`config.mk`:
```
export PLATFORM = sky130hd
export DESIGN_NAME = lsu
export DESIGN_NICKNAME = d
export VERILOG_FILES = /design/src/rtl/lsu_pkg.sv /design/src/rtl/lsu_align.sv /design/src/rtl/lsu.sv
export SDC_FILE = /design/constraint.sdc
export NUM_CORES = 1
export LEC_CHECK = 0
export CAP_MARGIN = 20
export CORE_ASPECT_RATIO = 1.1
export CORE_UTILIZATION = 55
export DETAILED_ROUTE_END_ITERATION = 10
export GPL_ROUTABILITY_DRIVEN = 0
export HOLD_SLACK_MARGIN = 0.06
export PLACE_DENSITY_LB_ADDON = 0.15
export SLEW_MARGIN = 20
export SYNTH_ARGS = -nofsm -noshare
export SYNTH_HDL_FRONTEND = slang
export SYNTH_SLANG_ARGS = --single-unit
```
`constraint.sdc`:
```
create_clock -name clk -period 4.89 [get_ports clk]
set_input_delay 0.489 -clock clk [delete_from_list [all_inputs] [get_ports clk]]
set_output_delay 0.489 -clock clk [all_outputs]
set_load 0.1 [all_outputs]
```
`src/rtl/lsu_pkg.sv`:
```
// Shared definitions for the load/store unit.
//   - funct3 codes for the RV32 load/store sizes
//   - lsu_state_t: access sequencing states
//   - size_bytes(): byte count of an access from its funct3 code
package lsu_pkg;

  localparam int unsigned XLEN = 32;

  localparam logic [2:0] F3_B  = 3'b000;
  localparam logic [2:0] F3_H  = 3'b001;
  localparam logic [2:0] F3_W  = 3'b010;
  localparam logic [2:0] F3_BU = 3'b100;
  localparam logic [2:0] F3_HU = 3'b101;

  typedef enum logic [1:0] {
    IDLE = 2'd0,
    ACC0 = 2'd1,
    ACC1 = 2'd2,
    DONE = 2'd3
  } lsu_state_t;

  // Access size in bytes; illegal codes report 4 (they never reach memory).
  function automatic logic [2:0] size_bytes(input logic [2:0] funct3);
    case (funct3)
      F3_B, F3_BU: size_bytes = 3'd1;
      F3_H, F3_HU: size_bytes = 3'd2;
      default:     size_bytes = 3'd4;
    endcase
  endfunction

endpackage

```
`src/rtl/lsu_align.sv`:
```
// Lane alignment for the load/store unit (purely combinational).
//   off, funct3  : byte offset within the word and access code
//   wdata        : right-justified store data
//   buf0, buf1   : load words read in the first / second access
//   mask8        : byte-enable across the two-word window
//   wdata64      : store data shifted into its lanes, unused lanes zero
//   rdata        : realigned, sign/zero-extended load result
module lsu_align
  import lsu_pkg::*;
(
  input  logic [1:0]        off,
  input  logic [2:0]        funct3,
  input  logic [XLEN-1:0]   wdata,
  input  logic [XLEN-1:0]   buf0,
  input  logic [XLEN-1:0]   buf1,
  output logic [7:0]        mask8,
  output logic [2*XLEN-1:0] wdata64,
  output logic [XLEN-1:0]   rdata
);

  logic [3:0]        base_mask;
  logic [XLEN-1:0]   wdata_trim;
  logic [2*XLEN-1:0] rd_shift;

  // Store side: trim data to the access size, then shift into lanes.
  always_comb begin
    base_mask  = 4'b1111;
    wdata_trim = wdata;
    case (size_bytes(funct3))
      3'd1: begin
        base_mask  = 4'b0001;
        wdata_trim = {24'h0, wdata[7:0]};
      end
      3'd2: begin
        base_mask  = 4'b0011;
        wdata_trim = {16'h0, wdata[15:0]};
      end
      default: ;
    endcase
    mask8   = 8'({4'b0000, base_mask}) << off;
    wdata64 = {32'h0, wdata_trim} << {off, 3'b000};
  end

  // Load side: shift the two-word window down by the offset, then extend.
  always_comb begin
    rd_shift = {buf1, buf0} >> {off, 3'b000};
    case (funct3)
      F3_B:    rdata = {{24{rd_shift[7]}}, rd_shift[7:0]};
      F3_H:    rdata = {{16{rd_shift[15]}}, rd_shift[15:0]};
      F3_BU:   rdata = {24'h0, rd_shift[7:0]};
      F3_HU:   rdata = {16'h0, rd_shift[15:0]};
      default: rdata = rd_shift[31:0];
    endcase
  end

endmodule

```
`src/rtl/lsu.sv`:
```
// Load/store unit: initiator side of the data-memory port.
//   clk, rst        : clock, asynchronous active-low reset
//   req_*           : core request (store flag, funct3, byte address, data)
//   resp_*          : one-cycle completion pulse with load data / error
//   mem_*           : word-addressed dmem port with byte write mask
// Misaligned accesses are split into two consecutive word accesses.
module lsu
  import lsu_pkg::*;
#(
  parameter int unsigned MEM_SIZE = 1024
) (
  input  logic            clk,
  input  logic            rst,
  input  logic            req_valid,
  output logic            req_ready,
  input  logic            req_we,
  input  logic [2:0]      req_funct3,
  input  logic [XLEN-1:0] req_addr,
  input  logic [XLEN-1:0] req_wdata,
  output logic            resp_valid,
  output logic [XLEN-1:0] resp_rdata,
  output logic            resp_err,
  output logic [XLEN-1:0] mem_addr,
  output logic [XLEN-1:0] mem_data_in,
  output logic [3:0]      mem_wmask,
  output logic            mem_we,
  input  logic [XLEN-1:0] mem_data_out
);

  lsu_state_t      state_q, state_d;
  logic            we_q, we_d;
  logic [2:0]      funct3_q, funct3_d;
  logic [XLEN-1:0] addr_q, addr_d;
  logic [XLEN-1:0] wdata_q, wdata_d;
  logic            err_q, err_d;
  logic [XLEN-1:0] buf0_q, buf0_d;
  logic [XLEN-1:0] buf1_q, buf1_d;
  logic            ready_q, ready_d;
  logic            resp_valid_q, resp_valid_d;
  logic            resp_err_q, resp_err_d;

  logic [2:0]        req_size;
  logic              req_split;
  logic [30:0]       req_last_word;
  logic              req_f3_bad;
  logic              req_illegal;
  logic              cur_split;
  logic [7:0]        mask8;
  logic [2*XLEN-1:0] wdata64;
  logic [XLEN-1:0]   ld_data;

  lsu_align u_align (
    .off     (addr_q[1:0]),
    .funct3  (funct3_q),
    .wdata   (wdata_q),
    .buf0    (buf0_q),
    .buf1    (buf1_q),
    .mask8   (mask8),
    .wdata64 (wdata64),
    .rdata   (ld_data)
  );

  // Request legality: funct3 must suit the direction, every touched word in range.
  always_comb begin
    req_size      = size_bytes(req_funct3);
    req_split     = ({1'b0, req_addr[1:0]} + req_size) > 3'd4;
    req_last_word = {1'b0, req_addr[31:2]} + 31'(req_split);
    if (req_we) begin
      req_f3_bad = !(req_funct3 inside {F3_B, F3_H, F3_W});
    end else begin
      req_f3_bad = !(req_funct3 inside {F3_B, F3_H, F3_W, F3_BU, F3_HU});
    end
    req_illegal = req_f3_bad || (req_last_word >= 31'(MEM_SIZE));
  end

  assign cur_split = ({1'b0, addr_q[1:0]} + size_bytes(funct3_q)) > 3'd4;

  // Next-state and registered-output logic.
  always_comb begin
    state_d  = state_q;
    we_d     = we_q;
    funct3_d = funct3_q;
    addr_d   = addr_q;
    wdata_d  = wdata_q;
    err_d    = err_q;
    buf0_d   = buf0_q;
    buf1_d   = buf1_q;
    case (state_q)
      IDLE: begin
        if (ready_q && req_valid) begin
          we_d     = req_we;
          funct3_d = req_funct3;
          addr_d   = req_addr;
          wdata_d  = req_wdata;
          err_d    = req_illegal;
          buf0_d   = '0;
          buf1_d   = '0;
          state_d  = req_illegal ? DONE : ACC0;
        end
      end
      ACC0: begin
        if (!we_q) buf0_d = mem_data_out;
        state_d = cur_split ? ACC1 : DONE;
      end
      ACC1: begin
        if (!we_q) buf1_d = mem_data_out;
        state_d = DONE;
      end
      DONE: state_d = IDLE;
      default: state_d = IDLE;
    endcase
    ready_d      = (state_d == IDLE);
    resp_valid_d = (state_d == DONE);
    resp_err_d   = (state_d == DONE) && err_d;
  end

  always_ff @(posedge clk or negedge rst) begin
    if (!rst) begin
      state_q      <= IDLE;
      we_q         <= 1'b0;
      funct3_q     <= 3'b000;
      addr_q       <= '0;
      wdata_q      <= '0;
      err_q        <= 1'b0;
      buf0_q       <= '0;
      buf1_q       <= '0;
      ready_q      <= 1'b0;
      resp_valid_q <= 1'b0;
      resp_err_q   <= 1'b0;
    end else begin
      state_q      <= state_d;
      we_q         <= we_d;
      funct3_q     <= funct3_d;
      addr_q       <= addr_d;
      wdata_q      <= wdata_d;
      err_q        <= err_d;
      buf0_q       <= buf0_d;
      buf1_q       <= buf1_d;
      ready_q      <= ready_d;
      resp_valid_q <= resp_valid_d;
      resp_err_q   <= resp_err_d;
    end
  end

  // Memory port decoded from registered state only; quiet outside accesses.
  always_comb begin
    mem_addr    = '0;
    mem_data_in = '0;
    mem_wmask   = 4'b0000;
    mem_we      = 1'b0;
    case (state_q)
      ACC0: begin
        mem_addr = {2'b00, addr_q[31:2]};
        if (we_q) begin
          mem_we      = 1'b1;
          mem_wmask   = mask8[3:0];
          mem_data_in = wdata64[31:0];
        end
      end
      ACC1: begin
        mem_addr = {2'b00, addr_q[31:2]} + 32'd1;
        if (we_q) begin
          mem_we      = 1'b1;
          mem_wmask   = mask8[7:4];
          mem_data_in = wdata64[63:32];
        end
      end
      default: ;
    endcase
  end

  assign req_ready  = ready_q;
  assign resp_valid = resp_valid_q;
  assign resp_err   = resp_err_q;
  assign resp_rdata = (state_q == DONE && !we_q && !err_q) ? ld_data : '0;

endmodule

```
* Word level (Yosys, flattened, before mapping)
Cells that the tools add are included.
** Word-level totals
- Output and inout bits :: 104
- Register bits :: 138
- Input bits :: 103
- Logic and storage cells :: 88
** Operators by class
- Shift operators :: 3
- Magnitude comparators :: 3
- Reductions and logical operators :: 25
- Eq/ne operators :: 16
- Add/sub/neg operators :: 4
- Mux-type cells :: 26
** Operator list (number)
- case mux 32 bit (2 select lines) :: 4
- 2-to-1 mux 32 bit :: 5
- case mux 32 bit (4 select lines) :: 1
- left shift 32 x 5 -> 64 bit :: 1
- right shift 64 x 5 -> 32 bit :: 1
- case mux 31 bit (2 select lines) :: 1
- adder 30 x 1 -> 31 bit :: 1
- adder 30 x 1 -> 31 bit, second input constant :: 1
- greater-or-equal comparator 31 x 11 -> 1 bit, second input constant :: 1
- case mux 4 bit (2 select lines) :: 2
- equality test 3 bit, second input constant :: 4
- case mux 3 bit (2 select lines) :: 2
- OR reduction 2 bit :: 5
- equality test 3 x 1 -> 1 bit, second input constant :: 3
- 2-to-1 mux 4 bit :: 2
- case mux 2 bit (4 select lines) :: 1
- left shift 4 x 2 -> 8 bit :: 1
- adder 2 x 3 -> 3 bit :: 2
- equality test 2 bit, second input constant :: 3
- equality test 3 x 2 -> 1 bit, second input constant :: 2
- greater-than comparator 3 bit, second input constant :: 2
- logical NOT 3 bit :: 2
- 2-to-1 mux 1 bit :: 6
- inequality test 2 bit, second input constant :: 3
- other kinds (11) :: 21

* Logic depth before layout (Yosys ltp)
Gate-level depths: netlist (run 1).
- Depth after elaboration :: 13
- Mapped depth :: 15
- Mapped depth without buffers :: 14

* By module
From an unflattened synthesis (run 1), not the netlist that was laid out.
** Unflattened totals
- Cells, all modules :: 1238
- Area, all modules :: 9645.5 µm²
** By module, submodules not included
- lsu :: area each 7632.3 µm², cells each 982, times used 1, seq. area each 3453.3 µm²
- lsu_align :: area each 2013.2 µm², cells each 256, times used 1, seq. area each 0.0 µm²

* Least setup slack after synthesis (run 1)
No wires, ideal clock.
- Path kind :: flip-flop to output port
- From :: reg state_q[0]
- To :: out mem_wmask[3]
- Required time :: 4401 ps
- Arrival :: 4262 ps
- Path buffers :: 0
- Slack :: 139 ps
- Stages on the path, launching flop included :: 6
- Cell sequence :: dfrtp_1 > inv_1 > ha_1 > and2_1 > nand2_1 > a211oi_1
** Between the ends
- Word-level cells in the longest chain between the ends :: 2
- Elaborated cells on any way between the ends :: 3
- Classes of those cells :: eq/ne: 2; mux: 1
** Ends and longest elaborated chain
- from (decl) :: RTL line lsu.sv:30 : lsu_state_t state_q, state_d;
- from (signal assigned) :: RTL line lsu.sv:131 : state_q <= state_d;
- equality test 2 bit or equality test 2 x 1 -> 1 bit (tied branches) :: RTL line lsu.sv:151 : case (state_q)
- case mux 4 bit (2 select lines) * :: RTL line lsu.sv:151
- to (decl) :: RTL line lsu.sv:25 : output logic [3:0] mem_wmask,
Every way passes the cells marked *; elsewhere a longest branch is shown, timed or not.

* Worst setup path in the final report (run 1)
- From :: reg addr_q[2]
- To :: out mem_addr[11]
** Between the ends
- Word-level cells in the longest chain between the ends :: 2
** Ends and longest elaborated chain
- from (decl) :: RTL line lsu.sv:33 : logic [XLEN-1:0] addr_q, addr_d;
- from (signal assigned) :: RTL line lsu.sv:134 : addr_q <= addr_d;
- adder 30 x 1 -> 31 bit :: RTL line lsu.sv:161 : mem_addr = {2'b00, addr_q[31:2]} + 32'd1;
- case mux 31 bit (2 select lines) :: RTL line lsu.sv:151
- to (decl) :: RTL line lsu.sv:23 : output logic [XLEN-1:0] mem_addr,
Every way passes these cells.

==> results of run 1 <==
-- cell families (layout without fill, tap and decap cells) --
| kind of cell | Yosys count | in the layout | synth area share |
|---|---|---|---|
| buffers and inverters | 111 | 281 | 0.0487 |
| multiplexers | 53 | 53 | 0.106 |
| flip-flops | 130 | 130 | 0.367 |
| other | 1 | 2 | 0.000423 |
| AO/OA/AOI/OAI | 237 | 237 | 0.157 |
| adder cells (fa/ha/maj) | 13 | 13 | 0.0200 |
| XOR/XNOR | 17 | 17 | 0.0168 |
| AND/OR/NAND/NOR | 579 | 579 | 0.284 |
-- per-stage QoR --
stage           util  hold slack [ns]  setup slack (ns)
3_5_place_dp   0.684            0.466             0.713
6_report       0.724           0.0900             0.823
2_1_floorplan      -            0.193             0.139
4_1_cts        0.724            0.124             0.827
5_1_grt        0.724            0.146             0.666
3_3_place_gp   0.684            0.460             0.795
-- area by class of cell --
type | instances | area (sq um)
antenna | 1 | 2.50
inverter | 30 | 113
multi-input combinational | 900 | 5190
tap | 200 | 250
sequential | 130 | 3260
clock inverter | 11 | 151
fill | 1258 | 4340
clock buffer | 21 | 480
timing repair buffer | 219 | 1950
-- path summary, 6_finish.rpt --
kind,start,endpoint,cells past startpoint
worst min-delay path,rst,buf0_q[4]$_DFFE_PN0P_,1
worst max-delay path,addr_q[2]$_DFFE_PN0P_,mem_addr[11],5
max in group asynchronous,rst,addr_q[9]$_DFFE_PN0P_,2
worst min register to register,buf1_q[19]$_DFFE_PN0P_,buf1_q[19]$_DFFE_PN0P_,2
min in group clk,buf1_q[19]$_DFFE_PN0P_,buf1_q[19]$_DFFE_PN0P_,2
worst max register to register,funct3_q[1]$_DFFE_PN0P_,resp_err$_DFF_PN0_,11
-- routing by layer --
layer  GRT usage  wire, um
met2       0.534     13000
met4       0.134       930
met3      0.0648      2400
met5           0         0
met1       0.470     11500
-- state kept, by name, indices dropped and copies added (netlist names) --
name / cells
err_q: 1
resp_valid: 1
buf1_q: 24
state_q: 2
funct3_q: 3
buf0_q: 32
addr_q: 32
resp_err: 1
wdata_q: 32
req_ready: 1
we_q: 1
-- power breakdown --
group / total, mW / internal (mW) / switching (mW)
registers: 2.23 / 1.58 / 0.652
logic: 4.26 / 1.32 / 2.93
clock network: 1.35 / 0.857 / 0.494
total: 7.83 / 3.75 / 4.08
-- cells in the mapped netlist, drive strengths merged, types with 12 or more instances --
master and number:
nand2 376, dfrtp 130, o21ai 88, a21oi 76
clkbuf 73, nor2 70, mux4 31, inv 30
nand3 30, and3 20, mux2 20, a22oi 18
nor3 13, nor4 12
==> metrics.csv, run 1 <==
metric;value;unit
ys_ff_latch;130;
netlist_area;8870;sq um
crit_type;flip-flop to output pin;
clk_path_buf_depth;2;
hold_class;input pin to async pin;
synth_edf_count;0;
antenna_left;0;
crit_required;4.40;ns
initial_core_util;0.564;
die_h;135;um
fmax;246;MHz
finalClockSkew;0.00508;ns
coreArea;15700;sq um
cp_top_family;buffers and inverters;
fp.dieW;123;um
fin_tns_setup;0;ns
cts.sinks;130;
grt_usage;0.342;
synthArstFlopShare;1.00;
min_period_over_period;0.832;
avgSynthCellArea;7.77;sq um
rows;48;
synth_cells;1141;
synthesis.nets;1257;
grt_overflow;0;
htreeDepth;4;
first_iter_violations;882;
grt_pass1_vias;8432;
dpl.hpwl;19200;um
postRouteWirelength;27800;um
max_stage_delay;1.20;ns
cts_tree;yes;
synth_cell_types;60;
cts_made_buffers;17;
area_growth;28.5;%
drc;0;
hold_violations;0;
ys_seq_area_frac;0.367;
slew_headroom;0.308;
critPathCaptureType;output pin;
worst-r2r-setup-slack;1.61;ns
ir_drop;0.000526;V
p_leak;4.90;nW
arrival;3.58;ns
hold_buffers;0;
grt_pass1_wl;43800;um
portBuffers;205;
setup_viol;0;
finalInstanceArea;11400;sq um
layout-drive-gt1-share;0.150;
synth_top_area_cell;dfrtp_1;
cts.repair.resized;0;
synthFlopType;dfrtp_1;
critPathLaunchType;flip-flop;
cp_cell_sequence;nand3_1 -> nor4_1 -> a41oi_1 -> a311oi_1 -> clkdlybuf4s50_1;
cts_root_buf;clkbuf_16;
synth.area.top_cells;dfrtp_1, nand2_1, mux4_2;
slew_violations;0;
final_common_cell;nand2_1;
final_cell_mix;nand2_1, dfrtp_1, clkdlybuf4s50_1, buf_4, o21ai_0;
final_nets;1414;
run_status;finished, final reports clean;
slowest_stage;clkdlybuf4s50_1;
die_area;16600;sq um
drt-wirelength-per-cell;18.4;um
power;7.83;mW
maxCapViolCount;0;
critPathBufInv;1;
pwr_density_cell;688;nW/um^2
postPlaceCellArea;10800;sq um
clock_latency;0.43;ns
synth.top_cell.area_share;0.367;
io_pins;207;
tightestPinTransition;1.04;ns
rsz0062_at_grt;no;
worstPathMaxFanout;6;
placed_cells;1479;
drtPass1Iterations;6;
clk_pin_slew;0.06;ns
grt_max_degree;65;
viasPerCell;6.06;
dr_total_vias;9169;
antenna_found_initial;2;
finalCriticalPeriod;4.07;ns
final_cells;1512;
synth_warnings;0;
post_cts_buffers;0;
Power figures use the tool's default switching activity.
==> run 2: changes to the inputs <==
--- a/config.mk
+++ b/config.mk
@@ -7,7 +7,7 @@
 export LEC_CHECK = 0
 export CAP_MARGIN = 20
 export CORE_ASPECT_RATIO = 1.1
-export CORE_UTILIZATION = 55
+export CORE_UTILIZATION = 51
 export DETAILED_ROUTE_END_ITERATION = 10
 export GPL_ROUTABILITY_DRIVEN = 0
 export HOLD_SLACK_MARGIN = 0.06
==> constraint.sdc (replaced) <==
create_clock -name clk -period 3.95 [get_ports clk]
set_input_delay 0.395 -clock clk [delete_from_list [all_inputs] [get_ports clk]]
set_output_delay 0.395 -clock clk [all_outputs]
set_load 0.1 [all_outputs]
==> run 2 against run 1 <==
Against the previous run: global-route usage fell by 1.3 points; clock power rose by 24%; register-to-register slack got worse by 0.54 ns; critical endpoint is now resp_err$_DFF_PN0_.
==> metrics.csv, run 2 (synthesized netlist as in run 1, its figures left out) <==
metric;value;unit
final_cells;1558;
min_period_over_period;0.922;
final_nets;1427;
placed_cells;1525;
top_layer_used;met5;
ff2ff_path_depth;11;
startpoint;req_funct3[1];
drt-wirelength-per-cell;18.5;um
ir_drop;0.000977;V
worst-r2r-setup-slack;1.07;ns
clk_pin_slew;0.06;ns
cts_tree;yes;
fmax;275;MHz
area_growth;38.1;%
final_common_cell;nand2_1;
slew_headroom;0.311;
drc;0;
antenna-diode-count;0;
arrival;3.92;ns
antenna_found_initial;1;
initial_core_util;0.521;
fin_tns_setup;0;ns
postRouteWirelength;28800;um
finalClockSkew;0.00642;ns
dr_total_vias;9226;
reg2reg_from;funct3_q[0]$_DFFE_PN0P_;
rsz0062_at_grt;no;
worstPathMaxFanout;6;
htreeDepth;4;
critPathLaunchType;input pin;
io_pins;207;
rows;50;
finalHoldWorstSlack;0.479;ns
clock_latency;0.42;ns
hold_violations;0;
grt_overflow;0;
dpl.hpwl;20200;um
hold_class;flip-flop to flip-flop;
run_status;finished, final reports clean;
tightestPinTransition;1.03;ns
wl_met1;11600;um
crit_type;input pin to flip-flop;
final_cell_mix;nand2_1, dfrtp_1, clkdlybuf4s50_1, o21ai_0, a21oi_1;
fillers;1347;
setup_viol;0;
finalInstanceArea;12200;sq um
crit_required;4.23;ns
maxCapViolCount;0;
pwr_density_cell;820;nW/um^2
first_iter_violations;799;
die_h;140;um
crit_end;resp_err$_DFF_PN0_;
drtPass1Iterations;5;
grt_pass1_vias;8486;
cts_made_buffers;17;
slew_violations;0;
portBuffers;205;
wl_met2;13900;um
cts.sinks;130;
cts.repair.resized;0;
finalCriticalPeriod;3.64;ns
antenna_left;0;
grt_usage;0.329;
layout-drive-gt1-share;0.177;
viasPerCell;5.92;
critPathCaptureType;flip-flop;
top_regs;addr_q x32, buf0_q x32, wdata_q x32;
clk_path_buf_depth;2;
grt_max_degree;65;
grt_pass1_wl;45800;um
p_leak;5.15;nW
rr_endpoint;resp_err$_DFF_PN0_;
fp.dieW;128;um
coreArea;17000;sq um
cts_root_buf;clkbuf_16;
wl_met3;2530;um
postPlaceCellArea;11600;sq um
die_area;17900;sq um
==> run 2: area by class of cell <==
class | count | area, sq um | share of cell area
Clock buffer | 21 | 480 | 0.0392
Clock inverter | 11 | 151 | 0.0124
Inverter | 30 | 113 | 0.00920
Multi-Input combinational cell | 900 | 5250 | 0.429
Sequential cell | 130 | 3260 | 0.266
Tap cell | 234 | 293 | 0.0239
Timing Repair Buffer | 232 | 2710 | 0.221
==> run 2: timing repair <==
item	4_1_cts	5_1_grt
hold buffers	1	0
setup buffers	0	0
hold endpoints to repair	52	0
endpoints found under the setup margin	0	0
==> run 2: worst min-delay path by stage <==
stage	from	to	slack, ns	depth (start not counted)
floorplan	rst	addr_q[0]$_DFFE_PN0P_	0.1	0
global placement	buf0_q[0]$_DFFE_PN0P_	buf0_q[0]$_DFFE_PN0P_	0.46	2
detailed placement	buf1_q[20]$_DFFE_PN0P_	buf1_q[20]$_DFFE_PN0P_	0.47	2
CTS	buf1_q[20]$_DFFE_PN0P_	buf1_q[20]$_DFFE_PN0P_	0.48	2
global route	buf1_q[20]$_DFFE_PN0P_	buf1_q[20]$_DFFE_PN0P_	0.51	2
finish	buf0_q[5]$_DFFE_PN0P_	buf0_q[5]$_DFFE_PN0P_	0.48	2
==> run 2: critical path, stage by stage <==
cell	delay, ns
clkdlybuf4s50_1	0.51
nor2_1	0.14
ha_1	0.15
inv_1	0.04
fa_1	0.37
xor2_1	0.15
a21oi_1	0.15
ha_1	0.20
ha_1	0.14
nand2_1	0.06
or4_4	0.45
buf_4	0.18
mux2_1	0.31
o22a_1	0.18
a211oi_1	0.21
buf_4	0.18
a311oi_1	0.08
==> run 2: where the power goes <==
group | leakage, nW | internal (mW) | switching, mW
sequential | 1.68 | 1.95 | 0.800
clock | 0.298 | 1.06 | 0.610
combinational | 3.17 | 1.88 | 3.75
==> run 2: routing by layer <==
| layer | global-route usage | vias to the layer above |
|---|---|---|
| li1 | - | 4268 |
| met1 | 0.447 | 4395 |
| met2 | 0.523 | 498 |
| met3 | 0.0623 | 63 |
| met4 | 0.120 | 2 |
| met5 | 0 | - |
==> run 2: through the flow <==
step | util | setup WS, ns | power (mW)
floorplan | - | 0.0632 | 6.63
global placement | 0.682 | -0.0349 | 8.15
detailed placement | 0.682 | -0.0752 | 8.29
CTS | 0.720 | 0.319 | 10.0
global route | 0.720 | 0.108 | 10.6
finish | 0.720 | 0.309 | 10.0
